File: config.mk
export PLATFORM = sky130hd
export DESIGN_NAME = fpmul_serial_param_flat
export DESIGN_NICKNAME = d
export VERILOG_FILES = /design/src/rtl/fpmul_serial_param_if.sv /design/src/rtl/fpmul_serial_param.sv /design/src/flat_wrapper.sv
export SDC_FILE = /design/constraint.sdc
export NUM_CORES = 1
export LEC_CHECK = 0
export BUFFER_PORTS_ARGS = -buffer_cell sky130_fd_sc_hd__buf_2
export CORE_MARGIN = 2
export CORE_UTILIZATION = 58
export DETAILED_ROUTE_END_ITERATION = 10
export GPL_ROUTABILITY_DRIVEN = 0
export PLACE_DENSITY = 0.77
export SLEW_MARGIN = 10
export SYNTH_ARGS = -nofsm -noshare
export SYNTH_HDL_FRONTEND = slang
export SYNTH_SLANG_ARGS = --single-unit
File: constraint.sdc
create_clock -name clock -period 3.75 [get_ports clock]
set_clock_uncertainty 0.05 [all_clocks]
set_input_delay 0.75 -clock clock [delete_from_list [all_inputs] [get_ports clock]]
set_output_delay 0.75 -clock clock [all_outputs]
set_load 0.01 [all_outputs]
File: src/rtl/fpmul_serial_param_if.sv
`default_nettype none
// +--------------------------------------------------------------------------+
// | Module   : fpmul_serial_param_if                                         |
// | Brief    : Chunk-load and result bus of the serial FP multiplier.        |
// | Revision : 1.0                                                           |
// +--------------------------------------------------------------------------+
interface fpmul_serial_param_if #(
  parameter int EXP_W = 4,
  parameter int MAN_W = 3,
  parameter int NIB_W = 4
);
  localparam int W = 1 + EXP_W + MAN_W;

  logic             enable;
  logic [NIB_W-1:0] data;
  logic             in_ready;
  logic [W-1:0]     result;
  logic             out_valid;
  logic [3:0]       flags;

  modport master (output enable, data, input in_ready, result, out_valid, flags);
  modport slave  (input enable, data, output in_ready, result, out_valid, flags);
endinterface
`default_nettype wire

File: src/rtl/fpmul_serial_param.sv
`default_nettype none
// +--------------------------------------------------------------------------+
// | Module   : fpmul_serial_param                                            |
// | Brief    : Chunk-serial loaded, parametrised FP multiplier (flush-to-    |
// |            zero). Optional macro FPMUL_RNE_EN selects round-to-nearest-  |
// |            even; otherwise the product is truncated.                     |
// | Revision : 1.0                                                           |
// +--------------------------------------------------------------------------+
module fpmul_serial_param #(
  parameter int EXP_W = 4,
  parameter int MAN_W = 3,
  parameter int NIB_W = 4
) (
  input  wire logic             clock,
  input  wire logic             reset,
  fpmul_serial_param_if.slave   bus
);
  localparam int W     = 1 + EXP_W + MAN_W;
  localparam int BEATS = (W + NIB_W - 1) / NIB_W;
  localparam int SR_W  = BEATS * NIB_W;
  localparam int CNT_W = $clog2(BEATS + 1);
  localparam int P_W   = 2 * (MAN_W + 1);
  localparam int E_W   = EXP_W + 2;

  localparam logic [E_W-1:0]   BIAS      = E_W'((2 ** (EXP_W - 1)) - 1);
  localparam logic [E_W-1:0]   EXP_MAX   = E_W'((2 ** EXP_W) - 1);
  localparam logic [CNT_W-1:0] LAST_BEAT = CNT_W'(BEATS - 1);

  localparam logic [2:0] S_LOAD_A = 3'd0;
  localparam logic [2:0] S_LOAD_B = 3'd1;
  localparam logic [2:0] S_MUL    = 3'd2;
  localparam logic [2:0] S_NORM   = 3'd3;
  localparam logic [2:0] S_DONE   = 3'd4;

  logic [2:0]       state_q, state_d;
  logic [CNT_W-1:0] cnt_q, cnt_d;
  logic [SR_W-1:0]  sr_q, sr_d;
  logic [W-1:0]     a_q, a_d, b_q, b_d;
  logic             sign_q, sign_d;
  logic [E_W-1:0]   exp_q, exp_d;
  logic [P_W-1:0]   prod_q, prod_d;
  logic             nan_q, nan_d, inf_q, inf_d, zero_q, zero_d;
  logic [W-1:0]     result_q, result_d;
  logic [3:0]       flags_q, flags_d;
  logic             in_ready;

  always_ff @(posedge clock or negedge reset) begin : p_state_reg
    if (!reset) begin
      state_q  <= S_LOAD_A;
      cnt_q    <= '0;
      sr_q     <= '0;
      a_q      <= '0;
      b_q      <= '0;
      sign_q   <= 1'b0;
      exp_q    <= '0;
      prod_q   <= '0;
      nan_q    <= 1'b0;
      inf_q    <= 1'b0;
      zero_q   <= 1'b0;
      result_q <= '0;
      flags_q  <= '0;
    end else begin
      state_q  <= state_d;
      cnt_q    <= cnt_d;
      sr_q     <= sr_d;
      a_q      <= a_d;
      b_q      <= b_d;
      sign_q   <= sign_d;
      exp_q    <= exp_d;
      prod_q   <= prod_d;
      nan_q    <= nan_d;
      inf_q    <= inf_d;
      zero_q   <= zero_d;
      result_q <= result_d;
      flags_q  <= flags_d;
    end
  end

  logic            w_accept;
  logic [SR_W-1:0] w_sr_shift;
  logic [SR_W-1:0] w_sr_first;

  assign w_accept   = bus.enable & in_ready;
  // Operand is the low W bits, so surplus high bits of the first chunk fall away.
  assign w_sr_shift = (sr_q << NIB_W) | SR_W'(bus.data);
  assign w_sr_first = SR_W'(bus.data);

  always_comb begin : p_next_state
    state_d = state_q;
    cnt_d   = cnt_q;
    sr_d    = sr_q;
    a_d     = a_q;
    b_d     = b_q;
    case (state_q)
      S_LOAD_A, S_LOAD_B: begin
        if (w_accept) begin
          sr_d = w_sr_shift;
          if (cnt_q == LAST_BEAT) begin
            cnt_d = '0;
            if (state_q == S_LOAD_A) begin
              a_d     = W'(w_sr_shift);
              state_d = S_LOAD_B;
            end else begin
              b_d     = W'(w_sr_shift);
              state_d = S_MUL;
            end
          end else begin
            cnt_d = cnt_q + 1'b1;
          end
        end
      end
      S_MUL:  state_d = S_NORM;
      S_NORM: state_d = S_DONE;
      S_DONE: begin
        // A chunk taken while the result is shown starts the next A operand.
        if (w_accept) begin
          sr_d = w_sr_first;
          if (BEATS == 1) begin
            a_d     = W'(w_sr_first);
            cnt_d   = '0;
            state_d = S_LOAD_B;
          end else begin
            cnt_d   = CNT_W'(1);
            state_d = S_LOAD_A;
          end
        end
      end
      default: state_d = S_LOAD_A;
    endcase
  end

  logic             sa, sb, a_zero, b_zero, a_inf, b_inf, a_nan, b_nan;
  logic [EXP_W-1:0] ea, eb;
  logic [MAN_W-1:0] ma, mb;

  assign {sa, ea, ma} = a_q;
  assign {sb, eb, mb} = b_q;
  assign a_zero = (ea == '0);
  assign b_zero = (eb == '0);
  assign a_inf  = (ea == '1) && (ma == '0);
  assign b_inf  = (eb == '1) && (mb == '0);
  assign a_nan  = (ea == '1) && (ma != '0);
  assign b_nan  = (eb == '1) && (mb != '0);

  logic             w_msb, w_guard, w_sticky, w_ovf, w_unf;
  logic [P_W-2:0]   w_norm;
  logic [MAN_W-1:0] w_man;
  logic [MAN_W:0]   w_man_r;
  logic [E_W-1:0]   w_exp_f;

  // Normalised product drops the hidden bit; below it sit mantissa, guard, sticky.
  assign w_msb    = prod_q[P_W-1];
  assign w_norm   = w_msb ? prod_q[P_W-2:0] : {prod_q[P_W-3:0], 1'b0};
  assign w_man    = w_norm[P_W-2 -: MAN_W];
  assign w_guard  = w_norm[MAN_W];
  assign w_sticky = |w_norm[MAN_W-1:0];

`ifdef FPMUL_RNE_EN
  logic w_inc;
  assign w_inc   = w_guard & (w_sticky | w_man[0]);
  assign w_man_r = {1'b0, w_man} + {{MAN_W{1'b0}}, w_inc};
`else
  assign w_man_r = {1'b0, w_man};
`endif

  assign w_exp_f = exp_q + E_W'(w_msb) + E_W'(w_man_r[MAN_W]);
  assign w_ovf   = $signed(w_exp_f) >= $signed(EXP_MAX);
  assign w_unf   = w_exp_f[E_W-1] || (w_exp_f == '0);

  always_comb begin : p_datapath
    sign_d   = sign_q;
    exp_d    = exp_q;
    prod_d   = prod_q;
    nan_d    = nan_q;
    inf_d    = inf_q;
    zero_d   = zero_q;
    result_d = result_q;
    flags_d  = flags_q;
    if (state_q == S_MUL) begin
      sign_d = sa ^ sb;
      exp_d  = E_W'(ea) + E_W'(eb) - BIAS;
      prod_d = P_W'({1'b1, ma}) * P_W'({1'b1, mb});
      nan_d  = a_nan | b_nan | (a_inf & b_zero) | (b_inf & a_zero);
      inf_d  = a_inf | b_inf;
      zero_d = a_zero | b_zero;
    end
    if (state_q == S_NORM) begin
      if (nan_q) begin
        result_d = '1;
        flags_d  = 4'b1000;
      end else if (inf_q) begin
        result_d = {sign_q, {EXP_W{1'b1}}, {MAN_W{1'b0}}};
        flags_d  = 4'b0000;
      end else if (zero_q) begin
        result_d = {sign_q, {(W-1){1'b0}}};
        flags_d  = 4'b0000;
      end else if (w_ovf) begin
        result_d = {sign_q, {EXP_W{1'b1}}, {MAN_W{1'b0}}};
        flags_d  = 4'b0101;
      end else if (w_unf) begin
        result_d = {sign_q, {(W-1){1'b0}}};
        flags_d  = 4'b0011;
      end else begin
        result_d = {sign_q, w_exp_f[EXP_W-1:0], w_man_r[MAN_W-1:0]};
        flags_d  = {3'b000, w_guard | w_sticky};
      end
    end
  end

  always_comb begin : p_outputs
    in_ready      = (state_q == S_LOAD_A) || (state_q == S_LOAD_B) || (state_q == S_DONE);
    bus.in_ready  = in_ready;
    bus.out_valid = (state_q == S_DONE);
    bus.result    = result_q;
    bus.flags     = flags_q;
  end
endmodule
`default_nettype wire

File: src/flat_wrapper.sv
// flat-port wrapper written by rule: the top's interface ports become plain ports
module fpmul_serial_param_flat 
#(
  parameter int EXP_W = 4,
  parameter int MAN_W = 3,
  parameter int NIB_W = 4
)
  (clock, reset, bus_enable, bus_data, bus_in_ready, bus_result, bus_out_valid, bus_flags);
  fpmul_serial_param_if #(.EXP_W(EXP_W), .MAN_W(MAN_W), .NIB_W(NIB_W)) bus_i ();
  input  wire logic clock;
  input  wire logic reset;
  input wire logic [$bits(bus_i.enable)-1:0] bus_enable;
  input wire logic [$bits(bus_i.data)-1:0] bus_data;
  output wire logic [$bits(bus_i.in_ready)-1:0] bus_in_ready;
  output wire logic [$bits(bus_i.result)-1:0] bus_result;
  output wire logic [$bits(bus_i.out_valid)-1:0] bus_out_valid;
  output wire logic [$bits(bus_i.flags)-1:0] bus_flags;
  assign bus_i.enable = bus_enable;
  assign bus_i.data = bus_data;
  assign bus_in_ready = bus_i.in_ready;
  assign bus_result = bus_i.result;
  assign bus_out_valid = bus_i.out_valid;
  assign bus_flags = bus_i.flags;
  fpmul_serial_param #(.EXP_W(EXP_W), .MAN_W(MAN_W), .NIB_W(NIB_W)) u_core (.clock(clock), .reset(reset), .bus(bus_i));
endmodule
### After elaboration in Yosys (flattened, before gate mapping)

Index checks and enable logic that the tools add are counted.

| storage, ports and cells | value |
|---|---|
| register bits | 55 |
| latch bits | 0 |
| memory bits (writable) | 0 |
| ROM bits | 0 |
| input bits | 7 |
| output and inout bits | 14 |
| logic and storage cells | 86 |
| memories | 0 |

| operators by class | value |
|---|---|
| $add $sub $neg | 4 |
| $mul | 1 |
| div/mod/pow operators | 0 |
| $lt $le $gt $ge | 1 |
| equality and inequality tests | 10 |
| shift operators | 0 |
| mux-type cells | 23 |
| bitwise operators | 12 |
| reduce and logical (&&, ||, !) cells | 22 |

Operators with widths:

| cell | number |
|---|---|
| two-way mux 7 bit | 5 |
| two-way mux 4 bit | 6 |
| case mux 3 bit (4 select lines) | 1 |
| two-way mux 2 bit | 5 |
| zero test 3 bit | 3 |
| two-way mux 3 bit | 3 |
| == test 4 bit (second input constant) | 2 |
| zero test 4 bit | 2 |
| multiplier 4 x 4 -> 8 bit | 1 |
| two-way mux 8 bit | 1 |
| bitwise OR 8 x 4 -> 8 bit | 1 |
| case mux 4 bit (2 select lines) | 1 |
| AND reduction 4 bit | 2 |
| adder 6 x 1 -> 6 bit | 1 |
| == test 3 x 2 -> 1 bit (second input constant) | 2 |
| >= comparator 6 x 5 -> 1 bit (second input constant) | 1 |
| zero test 6 bit | 1 |
| inequality test 2 x 1 -> 1 bit (second input constant) | 3 |
| bitwise OR 1 bit | 6 |
| AND reduction 3 bit | 2 |
| nonzero test 3 bit | 2 |
| subtractor 6 x 3 -> 6 bit (second input constant) | 1 |
| adder 4 x 4 -> 5 bit | 1 |
| logical AND 1 bit | 4 |
| 12 further kinds | 16 |

### Depth between registers and ports, before layout

Gate-level depths: netlist (run 1).

| logic depth | value |
|---|---|
| depth in word-level cells | 8 |
| mapped depth | 12 |
| gate-level depth less buffers | 12 |

### Worst setup path after synthesis (run 1)

Ideal clock, no wire load.

| path | value |
|---|---|
| path type | reg2reg |
| start | register u_core.b_q[2] |
| end | register u_core.prod_q[7] |
| setup time | 0.137 ns |
| data arrival time | 2.519 ns |
| data required time | 3.563 ns |
| path slack | 1.045 ns |
| stages on the path, launching flop included | 10 |
| path buffers | 0 |
| period minus slack after synthesis | 2.705 ns |
| path through | dfrtp_1 and2_1 fa_1 fa_1 ha_1 a21o_1 a21oi_1 o21bai_1 mux2i_1 o211ai_1 |

| on the way | value |
|---|---|
| word-level cells in the longest chain between the ends | 1 |

RTL lines:

| element | line | source |
|---|---|---|
| from (decl) | fpmul_serial_param.sv:38 | `logic [W-1:0] a_q, a_d, b_q, b_d;` |
| from (signal assigned) | fpmul_serial_param.sv:53 | `b_q <= '0;` |
| from (signal assigned) | fpmul_serial_param.sv:67 | `b_q <= b_d;` |
| multiplier 4 x 4 -> 8 bit | fpmul_serial_param.sv:182 | `prod_d = P_W'({1'b1, ma}) * P_W'({1'b1, mb});` |
| to (signal assigned) | fpmul_serial_param.sv:70 | `prod_q <= prod_d;` |
| to (decl) | fpmul_serial_param.sv:41 | `logic [P_W-1:0] prod_q, prod_d;` |

Every way passes these cells.
A chain may end at the register's enable or synchronous reset.

### Worst setup path after layout (run 1)

| path | value |
|---|---|
| start | register u_core.a_q[2] |
| end | register u_core.prod_q[7] |

| on the way | value |
|---|---|
| word-level cells in the longest chain between the ends | 1 |

RTL lines:

| element | line | source |
|---|---|---|
| from (decl) | fpmul_serial_param.sv:38 |  |
| from (signal assigned) | fpmul_serial_param.sv:52 | `a_q <= '0;` |
| from (signal assigned) | fpmul_serial_param.sv:66 | `a_q <= a_d;` |
| multiplier 4 x 4 -> 8 bit | fpmul_serial_param.sv:182 |  |

Every way passes these cells.

==> summary.txt, run 1 <==
Status
  – Outcome: completed

Placed design
  – PortBufs: 20
  – Placed cell count: 367
  – Hpwl dp: 4.05 mm

Timing
  – Relative slew slack: 34.1%
  – Final Hold Vio Count: 0
  – Final worst-path cycle share: 76.4%
  – RSZ-0062 raised after global routing: false
  – Slew of the pin with the lowest slew margin: 987 ps
  – Slew Viols, Final: 0
  – Max Freq: 0.349 GHz
  – Setup_tns: 0 ps
  – Final min period: 2870 ps
  – Final setup vio count: 0

Clock tree
  – Root Buffer: clkbuf_8
  – CTS Buf Count: 5
  – Clk sink count: 55
  – CTS Hold Bufs: 0
  – Post-CTS Setup Repair Bufs: 0
  – TritonCTS clock tree: yes
  – CTS-repair resized insts: 0
  – CTS clock-pin slew for the worst setup and hold paths: 100 ps
  – Later-pin clock latency in the skew report: 310 ps
  – H-tree lvl count: 2
  – Clock Tree Buf Depth: 2

Hold path
  – Worst hold path class: primary input to async pin

Floorplanning
  – Initial Utilization: 59.8%
  – Row cnt: 26
  – Die area: 5830 sq um
  – Core Region: 5070 sq um
  – I/O pin count: 21
  – Die W: 76.3 um
  – Vert. Die Dim: 76.3 um

Yosys
  – EDFF count, synth: 0
  – Syn avg cell area: 10.7 sq um
  – Synth Register Bits: 55
  – Post-synth cell types: 48
  – Top_reg_cell synth: dfrtp_1
  – Sequential element share of the synthesized area: 45.4%
  – Share of the synthesized area in the top cell type: 45.4%
  – Async set-reset flop share out of synthesis: 100%
  – Yosys top cell by area: dfrtp_1
  – Synthesized area: 3030 sq um
  – Top cells by area, synth: dfrtp_1, mux2_2, ha_1, fa_1, nand2_1
  – Synthesis Warnings: 0
  – Post-Synthesis Cells: 284
  – Post-synth net total: 315

Pwr
  – Pwr Total: 3.10 mW
  – Static Leak: 1.53 nW
  – Cell Pwr Density: 943 nW/um^2
  – Worst VDD drop: 0.584 mV

Setup path
  – Critical path fanouts, max: 7
  – Startpoint types: register
  – CP Capture Type: register
  – CP Class: register to register
  – Crit path DAT: 2970 ps
  – R2R Setup Slk: 880 ps
  – Req. time, crit path: 3850 ps

Drt
  – Residual DRC: 0
  – Drt wl/cell: 14.2 um
  – ANT nets after route: 0
  – Initial DRC Count: 87
  – Via/cell ratio: 5.56
  – Via Count: 2081
  – First-pass DRT Iterations: 4
  – Final wirelength: 5.30 mm

Final layout
  – Antenna fix cells: 0
  – Area delta synth->final: 8.25%
  – Nets: 335
  – Share of cells above drive strength 1: 19.1%
  – Post-route insts no fill: 374

GRT
  – Gr ovfl total: 0
  – GRT Util Overall: 20.1%
  – First-pass GRT wire length: 9.56 mm
  – Antenna violations before repair: 0
  – Largest net degree at the start of global routing: 37
  – Vias in the first global route: 2100

Flow run
  – Max-cap violation count: 0
==> cell type report <==
type                            instances  area (sq um)
Timing Repair Buffer                   21           108
Inverter                               16          60.1
Tap cell                               70          87.6
Clock buffer                            5          68.8
Sequential cell                        55          1380
Fill cell                             421          1790
Clock inverter                          2          17.5
Multi-Input combinational cell        205          1570
==> Yosys cell counts, types with 2 or more instances <==
master     n
dfrtp_1   55
nand2_1   26
mux2_2    23
ha_1      18
nor2_1    18
inv_1     16
o21ai_0   15
a21oi_1   12
xnor2_1    7
and2_1     6
clkbuf_1   6
fa_1       6
nor3_1     6
nor4_1     6
a21o_1     5
mux2i_1    5
o31ai_1    5
and3_1     4
xor2_1     4
nand3b_1   3
nand4_1    3
a221oi_1   2
a31oi_1    2
nand2b_1   2
nand3_1    2
nor3b_1    2
o211ai_1   2
o21a_1     2
o21ai_1    2
==> power by group <==
part / switching, mW / internal, mW / leakage [nW]
sequential: 0.277 / 0.857 / 0.680
clock: 0.191 / 0.132 / 0.0446
combinational: 0.849 / 0.789 / 0.807
==> through the flow <==
step	setup WS [ps]	cell area, sq um	hold slack (ps)	utilization, %
final	885	3280	397	64.7
after global routing	684	3280	443	64.7
after CTS	872	3280	419	64.7
after detailed placement	881	3200	411	63.0
after global placement	941	3200	404	63.0
after floorplan	1040	3030	395	-
==> flip-flops by register name, indices dropped and copies added, names as in the netlist <==
| signal | flops |
|---|---|
| u_core.inf_q | 1 |
| u_core.b_q | 8 |
| u_core.nan_q | 1 |
| u_core.bus.flags | 4 |
| u_core.exp_q | 6 |
| u_core.bus.result | 8 |
| u_core.sign_q | 1 |
| u_core.state_q | 3 |
| u_core.sr_q | 4 |
| u_core.cnt_q | 2 |
| u_core.a_q | 8 |
| u_core.zero_q | 1 |
| u_core.prod_q | 8 |
==> placed cells by master, fill, tap and decap left out, types with 7 or more instances in the layout <==
master / n
buf_2: 20
o21ai_0: 15
dfrtp_1: 55
ha_1: 18
mux2_2: 23
inv_1: 16
nor2_1: 18
nand2_1: 26
xnor2_1: 7
a21oi_1: 12
==> path summary, 6_finish.rpt <==
| path | startpoint | end | depth (start not counted) |
|---|---|---|---|
| max reg2reg | u_core.a_q[2]$_DFFE_PN0P_ | u_core.prod_q[7]$_DFFE_PN0P_ | 9 |
| min reg2reg | u_core.bus.flags[3]$_DFFE_PN0P_ | u_core.bus.flags[3]$_DFFE_PN0P_ | 1 |
| max in group asynchronous | reset | u_core.a_q[0]$_DFFE_PN0P_ | 2 |
| min | reset | u_core.bus.flags[0]$_DFFE_PN0P_ | 1 |
| max | u_core.a_q[2]$_DFFE_PN0P_ | u_core.prod_q[7]$_DFFE_PN0P_ | 9 |
| min in group clock | u_core.bus.flags[3]$_DFFE_PN0P_ | u_core.bus.flags[3]$_DFFE_PN0P_ | 1 |
==> critical path, stage by stage (launching register included) <==
cell      delay [ps]
dfrtp_1          470
and2_1           210
fa_1             460
fa_1             490
ha_1             310
a21o_1           170
a21oi_1          210
o21bai_1         100
mux2i_1          150
o211ai_1         100
==> per-layer routing <==
layer	up-vias	GRT usage (%)	wire length [um]
met1	979	26.7	2500
met2	41	32.7	2440
met3	15	3.91	189
li1	1046	-	-
met5	-	0	0
met4	0	8.00	167
==> logic make-up after synthesis <==
kind of cell | after synthesis | synth area share [%]
XOR/XNOR | 11 | 3.18
buffers and inverters | 24 | 3.01
adder cells (fa/ha/maj) | 24 | 11.4
multiplexers | 28 | 10.2
flip-flops | 55 | 45.4
AND/OR/NAND/NOR | 87 | 14.8
AO/OA/AOI/OAI | 55 | 12.1
Power figures use the tool's default switching activity.
==> inputs of run 2 (changes only) <==
==> constraint.sdc (replaced) <==
create_clock -name clock -period 2.7 [get_ports clock]
set_clock_uncertainty 0.05 [all_clocks]
set_input_delay 0.54 -clock clock [delete_from_list [all_inputs] [get_ports clock]]
set_output_delay 0.54 -clock clock [all_outputs]
set_load 0.01 [all_outputs]
==> run 2 against run 1 <==
  * The flow now finishes with violations (negative setup slack)
  * Via count decreased by 0.38%
  * Sequential power increased by 35%
  * Power increased by 44%
  * Clock power increased by 48%
  * Final cell count increased by 2.9%
  * Critical path depth unchanged
  * Worst setup slack got worse by 890 ps
  * Critical path type unchanged
==> summary.txt, run 2 (same netlist as run 1, synthesis figures left out) <==
Clock tree
  – H-tree lvl count: 2 (unchanged)
  – CTS Buf Count: 5 (unchanged)
  – CTS clock-pin slew for the worst setup and hold paths: 100 ps (about the same)
  – CTS Hold Bufs: 0 (unchanged)
  – TritonCTS clock tree: yes (unchanged)
  – Root Buffer: clkbuf_8 (unchanged)
  – Clock Tree Buf Depth: 2 (unchanged)
  – Later-pin clock latency in the skew report: 300 ps (was 310 ps)
  – Clk sink count: 55 (unchanged)

Floorplanning
  – Row cnt: 26 (unchanged)
  – I/O pin count: 21 (unchanged)
  – Die area: 5830 sq um (unchanged)
  – Die W: 76.3 um (unchanged)
  – Vert. Die Dim: 76.3 um (unchanged)
  – Core Region: 5070 sq um (unchanged)
  – Initial Utilization: 59.8% (unchanged)

Timing
  – Relative slew slack: 46.2% (was 34.1%)
  – Final worst-path cycle share: 100% (was 76.4%)
  – Final setup vio count: 1 (was 0)
  – Final min period: 2700 ps (was 2870 ps)
  – Slew Viols, Final: 0 (unchanged)
  – Setup ws final: -0.790 ps (was 885 ps)
  – Final Hold Vio Count: 0 (unchanged)
  – RSZ-0062 raised after global routing: true (was false)
  – Slew of the pin with the lowest slew margin: 804 ps (was 987 ps)
  – Max Freq: 0.370 GHz (was 0.349 GHz)

Placed design
  – PortBufs: 20 (unchanged)
  – DP Worst Slack: -54.8 ps (was 881 ps)
  – Hpwl dp: 4.18 mm (was 4.05 mm)

Pwr
  – Int Pwr: 2.60 mW (was 1.78 mW)
  – Clk pwr share: 10.7% (was 10.4%)
  – Pwr Total: 4.47 mW (was 3.10 mW)
  – Sw frac: 41.7% (was 42.6%)
  – Sequential share of power: 34.2% (was 36.6%)
  – Cell Pwr Density: 1320 nW/um^2 (was 943 nW/um^2)
  – Power share of the combinational group: 55.1% (was 52.9%)
  – Static Leak: 1.58 nW (was 1.53 nW)
  – Sw Pwr: 1.86 mW (was 1.32 mW)
  – Worst VDD drop: 0.593 mV (was 0.584 mV)

Hold path
  – Worst hold path class: primary input to async pin (unchanged)

Setup path
  – CP Class: register to register (unchanged)
  – Critical path endpoint: u_core.prod_q[7]$_DFFE_PN0P_ (unchanged)
  – Startpoint types: register (unchanged)
  – Critical path fanouts, max: 2 (was 7)
  – Req. time, crit path: 2810 ps (was 3850 ps)
  – RR Startpoint: u_core.a_q[1]$_DFFE_PN0P_ (was u_core.a_q[2]$_DFFE_PN0P_)
  – Crit path DAT: 2810 ps (was 2970 ps)
  – CP Capture Type: register (unchanged)
  – R2R Path End: u_core.prod_q[7]$_DFFE_PN0P_ (unchanged)
  – CP startpoint: u_core.a_q[1]$_DFFE_PN0P_ (was u_core.a_q[2]$_DFFE_PN0P_)
  – Worst R2R Path Depth: 9 (unchanged)
  – R2R Setup Slk: -0.8 ps (was 880 ps)

Drt
  – Final wirelength: 5.37 mm (was 5.30 mm)
  – Via/cell ratio: 5.38 (was 5.56)
  – Drt wl/cell: 14.0 um (was 14.2 um)
  – ANT nets after route: 0 (unchanged)
  – Initial DRC Count: 80 (was 87)
  – Residual DRC: 0 (unchanged)
  – First-pass DRT Iterations: 4 (unchanged)
  – Via Count: 2073 (was 2081)

Final layout
  – Nets: 345 (was 335)
  – Most frequent cells in the layout: dfrtp_1, nand2_1, mux2_2, buf_2, nor2_1 (was dfrtp_1, nand2_1, mux2_2, buf_2)
  – Commonest non-fill, non-tap cell in the layout: dfrtp_1 (unchanged)
  – Share of cells above drive strength 1: 22.9% (was 19.1%)
  – Area delta synth->final: 11.5% (was 8.25%)
  – Antenna fix cells: 0 (unchanged)

GRT
  – Largest net degree at the start of global routing: 31 (was 37)
  – Vias in the first global route: 2050 (was 2100)
  – Antenna violations before repair: 0 (unchanged)
  – Gr ovfl total: 0 (unchanged)
  – GRT Util Overall: 20.0% (was 20.1%)
  – First-pass GRT wire length: 9.38 mm (was 9.56 mm)

Status
  – Failing checks: negative setup slack
  – Outcome: finished with violations (was completed)

Flow run
  – Max-cap violation count: 0 (unchanged)
-- run 2: cell types whose count changed in the layout (fill, tap and decap cells not counted), sizes merged --
| cell | delta |
|---|---|
| buf | +10 |
| clkbuf | +1 |
| clkinv | -1 |
| inv | +1 |
-- run 2: per-layer routing --
layer / part of all wire (%) / track usage (%) / vias up
met1: 48 / 26.9 / 979
li1: - / - / 1065
met5: 0 / 0 / -
met3: 2.1 / 3.20 / 4
met4: 0.74 / 4.18 / 0
met2: 49 / 34.4 / 25
-- run 2: per-stage QoR --
stage	utilization (%)	std cells	setup TNS (ps)	area (sq um)	hold WS (ps)
2_1_floorplan	-	284	0	3040	194
3_3_place_gp	64.6	377	0	3280	403
3_5_place_dp	64.6	377	-91.0	3280	413
4_1_cts	66.6	385	0	3380	218
5_1_grt	66.6	385	-473	3380	261
6_report	66.6	385	-0.790	3380	201
-- run 2: worst max-delay path, cell delays in order (launching register included) --
cell and delay [ps]:
dfrtp_1 380, and2_1 170, fa_1 520, fa_1 450, ha_1 310, a21o_1 190
a21oi_2 150, o21bai_1 100, mux2i_1 150, o211ai_1 90
-- run 2: power groups by stage --
stage	clock network [mW]	registers, mW	logic, mW
5_1_grt	0.525	1.58	2.82
6_report	0.478	1.53	2.46
3_3_place_gp	0	1.52	2.38
4_1_cts	0.500	1.52	2.49
3_5_place_dp	0	1.54	2.45
2_1_floorplan	0	1.50	1.84
-- run 2: worst min path at each step --
stage	depth (start not counted)	slack [ps]	to
after floorplan	0	190	u_core.a_q[0]$_DFFE_PN0P_
after global placement	1	400	u_core.bus.flags[3]$_DFFE_PN0P_
after detailed placement	2	410	u_core.bus.flags[2]$_DFFE_PN0P_
after CTS	1	220	u_core.bus.flags[1]$_DFFE_PN0P_
after global routing	1	260	u_core.bus.flags[0]$_DFFE_PN0P_
final	1	200	u_core.bus.flags[1]$_DFFE_PN0P_
-- run 2: layout make-up --
class,count,area (sq um)
Fill cell,395,1690
Multi-Input combinational cell,205,1580
Sequential cell,55,1380
Timing Repair Buffer,31,183
Tap cell,70,87.6
Clock buffer,6,82.6
Inverter,16,60.1
Clock inverter,2,17.5
-- run 2: repair_timing --
| action | 4_1_cts | 5_1_grt |
|---|---|---|
| buffers inserted | 0 | 0 |
| gates resized for setup | 2 | 0 |
| endpoints found under the setup margin | 3 | 3 |
| pin swaps | 3 | 1 |
==> inputs of run 3 (changes only) <==
--- a/config.mk
+++ b/config.mk
@@ -10,7 +10,7 @@
 export CORE_UTILIZATION = 58
 export DETAILED_ROUTE_END_ITERATION = 10
 export GPL_ROUTABILITY_DRIVEN = 0
-export PLACE_DENSITY = 0.77
+export PLACE_DENSITY = 0.84
 export SLEW_MARGIN = 10
 export SYNTH_ARGS = -nofsm -noshare
 export SYNTH_HDL_FRONTEND = slang
==> constraint.sdc (replaced) <==
create_clock -name clock -period 2.7 [get_ports clock]
set_clock_uncertainty 0.05 [all_clocks]
set_input_delay 0.54 -clock clock [delete_from_list [all_inputs] [get_ports clock]]
set_output_delay 0.54 -clock clock [all_outputs]
set_load 0.005 [all_outputs]
==> run 3 against run 2 <==
  * The run now ends clean
  * Clock power shrank 6.7%
  * Power grew 2.3%
  * Routed wire length is 5.1% higher
  * Sequential share of layout area down 0.22 points
  * Core utilization is 0.37 points higher
  * Maximum frequency rose by 1.5%
  * Design area is 0.55% higher
==> summary.txt, run 3 (same netlist as run 1, synthesis figures left out) <==
Clock tree
  – TritonCTS clock tree: yes (unchanged)
  – CTS Buf Count: 5 (unchanged)
  – H-tree lvl count: 2 (unchanged)
  – Clock Tree Buf Depth: 2 (unchanged)
  – CTS clock-pin slew for the worst setup and hold paths: 100 ps (about the same)
  – Later-pin clock latency in the skew report: 310 ps (was 300 ps)
  – Root Buffer: clkbuf_8 (unchanged)
  – Clk sink count: 55 (unchanged)

Timing
  – Final Hold Vio Count: 0 (unchanged)
  – Relative slew slack: 45.0% (was 46.2%)
  – Max Freq: 0.376 GHz (was 0.370 GHz)
  – Final setup vio count: 0 (was 1)
  – Slew of the pin with the lowest slew margin: 823 ps (was 804 ps)
  – Final worst-path cycle share: 98.6% (was 100%)
  – Slew Viols, Final: 0 (unchanged)
  – Setup ws final: 38.0 ps (was -0.790 ps)
  – Final min period: 2660 ps (was 2700 ps)
  – Hold WS: 149 ps (was 201 ps)
  – RSZ-0062 raised after global routing: true (unchanged)

Floorplanning
  – Initial Utilization: 59.8% (unchanged)
  – Die area: 5830 sq um (unchanged)
  – Row cnt: 26 (unchanged)
  – Vert. Die Dim: 76.3 um (unchanged)
  – Die W: 76.3 um (unchanged)
  – I/O pin count: 21 (unchanged)
  – Core Region: 5070 sq um (unchanged)

Hold path
  – Worst hold path class: primary input to async pin (unchanged)

Setup path
  – Worst R2R Path Depth: 9 (unchanged)
  – Critical path fanouts, max: 2 (unchanged)
  – Startpoint types: register (unchanged)
  – R2R Path End: u_core.prod_q[7]$_DFFE_PN0P_ (unchanged)
  – Biggest cell delay along the critical path: 530 ps (was 520 ps)
  – R2R Setup Slk: 40 ps (was -0.8 ps)
  – Req. time, crit path: 2810 ps (about the same)
  – Most used cell, CP: fa_1 (unchanged)
  – Buffer and inverter count on the worst path: 0 (unchanged)
  – Cell family with most CP delay: adder cells (unchanged)
  – RR Startpoint: u_core.a_q[1]$_DFFE_PN0P_ (unchanged)
  – CP Class: register to register (unchanged)
  – Critical path cell sequence: and2_4, fa_1, fa_1, ha_1, a21o_1, a21oi_2, o21bai_1, mux2i_1, o211ai_1 (was and2_1, fa_1, fa_1, ha_1, a21o_1, a21oi_2, o21bai_1, mux2i_1, o211ai_1)
  – CP Capture Type: register (unchanged)
  – Slowest-stage cell, CP: fa_1 (unchanged)
  – Crit path DAT: 2770 ps (was 2810 ps)

Drt
  – ANT nets after route: 0 (unchanged)
  – First-pass DRT Iterations: 5 (was 4)
  – Final wirelength: 5.64 mm (was 5.37 mm)
  – Drt wl/cell: 14.7 um (was 14.0 um)
  – Via/cell ratio: 5.70 (was 5.38)
  – Residual DRC: 0 (unchanged)
  – Initial DRC Count: 82 (was 80)
  – Via Count: 2196 (was 2073)

Final layout
  – Commonest non-fill, non-tap cell in the layout: dfrtp_1 (unchanged)
  – Most frequent cells in the layout: dfrtp_1, nand2_1, mux2_2, buf_2, nor2_1 (unchanged)
  – Nets: 345 (unchanged)
  – Share of cells above drive strength 1: 23.8% (was 22.9%)
  – Antenna fix cells: 0 (unchanged)
  – Multi-input logic area: 1590 sq um (was 1580 sq um)
  – Register area: 1380 sq um (unchanged)
  – FILL cells: 394 (was 395)
  – Area delta synth->final: 12.1% (was 11.5%)

GRT
  – GRT Util Overall: 21.3% (was 20.0%)
  – First-pass GRT wire length: 9.98 mm (was 9.38 mm)
  – Gr ovfl total: 0 (unchanged)
  – Largest net degree at the start of global routing: 56 (was 31)
  – Vias in the first global route: 2227 (was 2050)
  – Antenna violations before repair: 0 (unchanged)

Pwr
  – Cell Pwr Density: 1340 nW/um^2 (was 1320 nW/um^2)
  – Static Leak: 1.58 nW (about the same)
  – Worst VDD drop: 0.665 mV (was 0.593 mV)
  – Pwr Total: 4.57 mW (was 4.47 mW)

Placed design
  – PortBufs: 20 (unchanged)
  – DP Worst Slack: -35.3 ps (was -54.8 ps)
  – Hpwl dp: 4.28 mm (was 4.18 mm)

Status
  – Outcome: completed (was finished with violations)

Flow run
  – Max-cap violation count: 0 (unchanged)
run 3: timing repair:
item | 4_1_cts | 5_1_grt
setup buffers | 0 | 0
hold buffers | 0 | 0
pin swaps | 2 | 7
gates resized for setup | 2 | 5
setup endpoints to repair | 3 | 3
run 3: how the worst max path moves through the flow:
stage | depth (start not counted) | end | start
after floorplan | 10 | u_core.prod_q[6]$_DFFE_PN0P_ | u_core.b_q[2]$_DFFE_PN0P_
after global placement | 10 | u_core.prod_q[6]$_DFFE_PN0P_ | u_core.a_q[1]$_DFFE_PN0P_
after detailed placement | 10 | u_core.prod_q[6]$_DFFE_PN0P_ | u_core.a_q[1]$_DFFE_PN0P_
after CTS | 9 | u_core.prod_q[7]$_DFFE_PN0P_ | u_core.a_q[2]$_DFFE_PN0P_
after global routing | 9 | u_core.prod_q[7]$_DFFE_PN0P_ | u_core.a_q[1]$_DFFE_PN0P_
final | 9 | u_core.prod_q[7]$_DFFE_PN0P_ | u_core.a_q[1]$_DFFE_PN0P_
run 3: through the flow:
stage          util (%)  setup TNS [ps]  area, sq um  cells
2_1_floorplan         -               0         3040    284
3_3_place_gp       64.8               0         3290    377
3_5_place_dp       64.8           -40.3         3290    377
4_1_cts            66.8               0         3390    385
5_1_grt            67.0            -230         3400    385
6_report           67.0               0         3400    385
run 3: report_power, final:
part           internal (mW)  switching [mW]
Sequential              1.19           0.345
Combinational           1.29            1.30
Clock                  0.182           0.264
run 3: routing by layer:
layer	vias to the layer above	GRT usage, %	wire length [um]
met1	1068	26.1	2480
li1	1063	-	-
met3	14	4.27	198
met2	51	36.3	2790
met5	-	0	0
met4	0	10.0	176
run 3: area by class of cell:
cell class / count / share of cell area [%]
inverters: 16 / 1.77
flip-flops and latches: 55 / 40.5
multi-input cells: 205 / 46.8
well taps: 70 / 2.58
clock buffers: 6 / 2.13
clock inverters: 2 / 0.368
repair buffers: 31 / 5.85
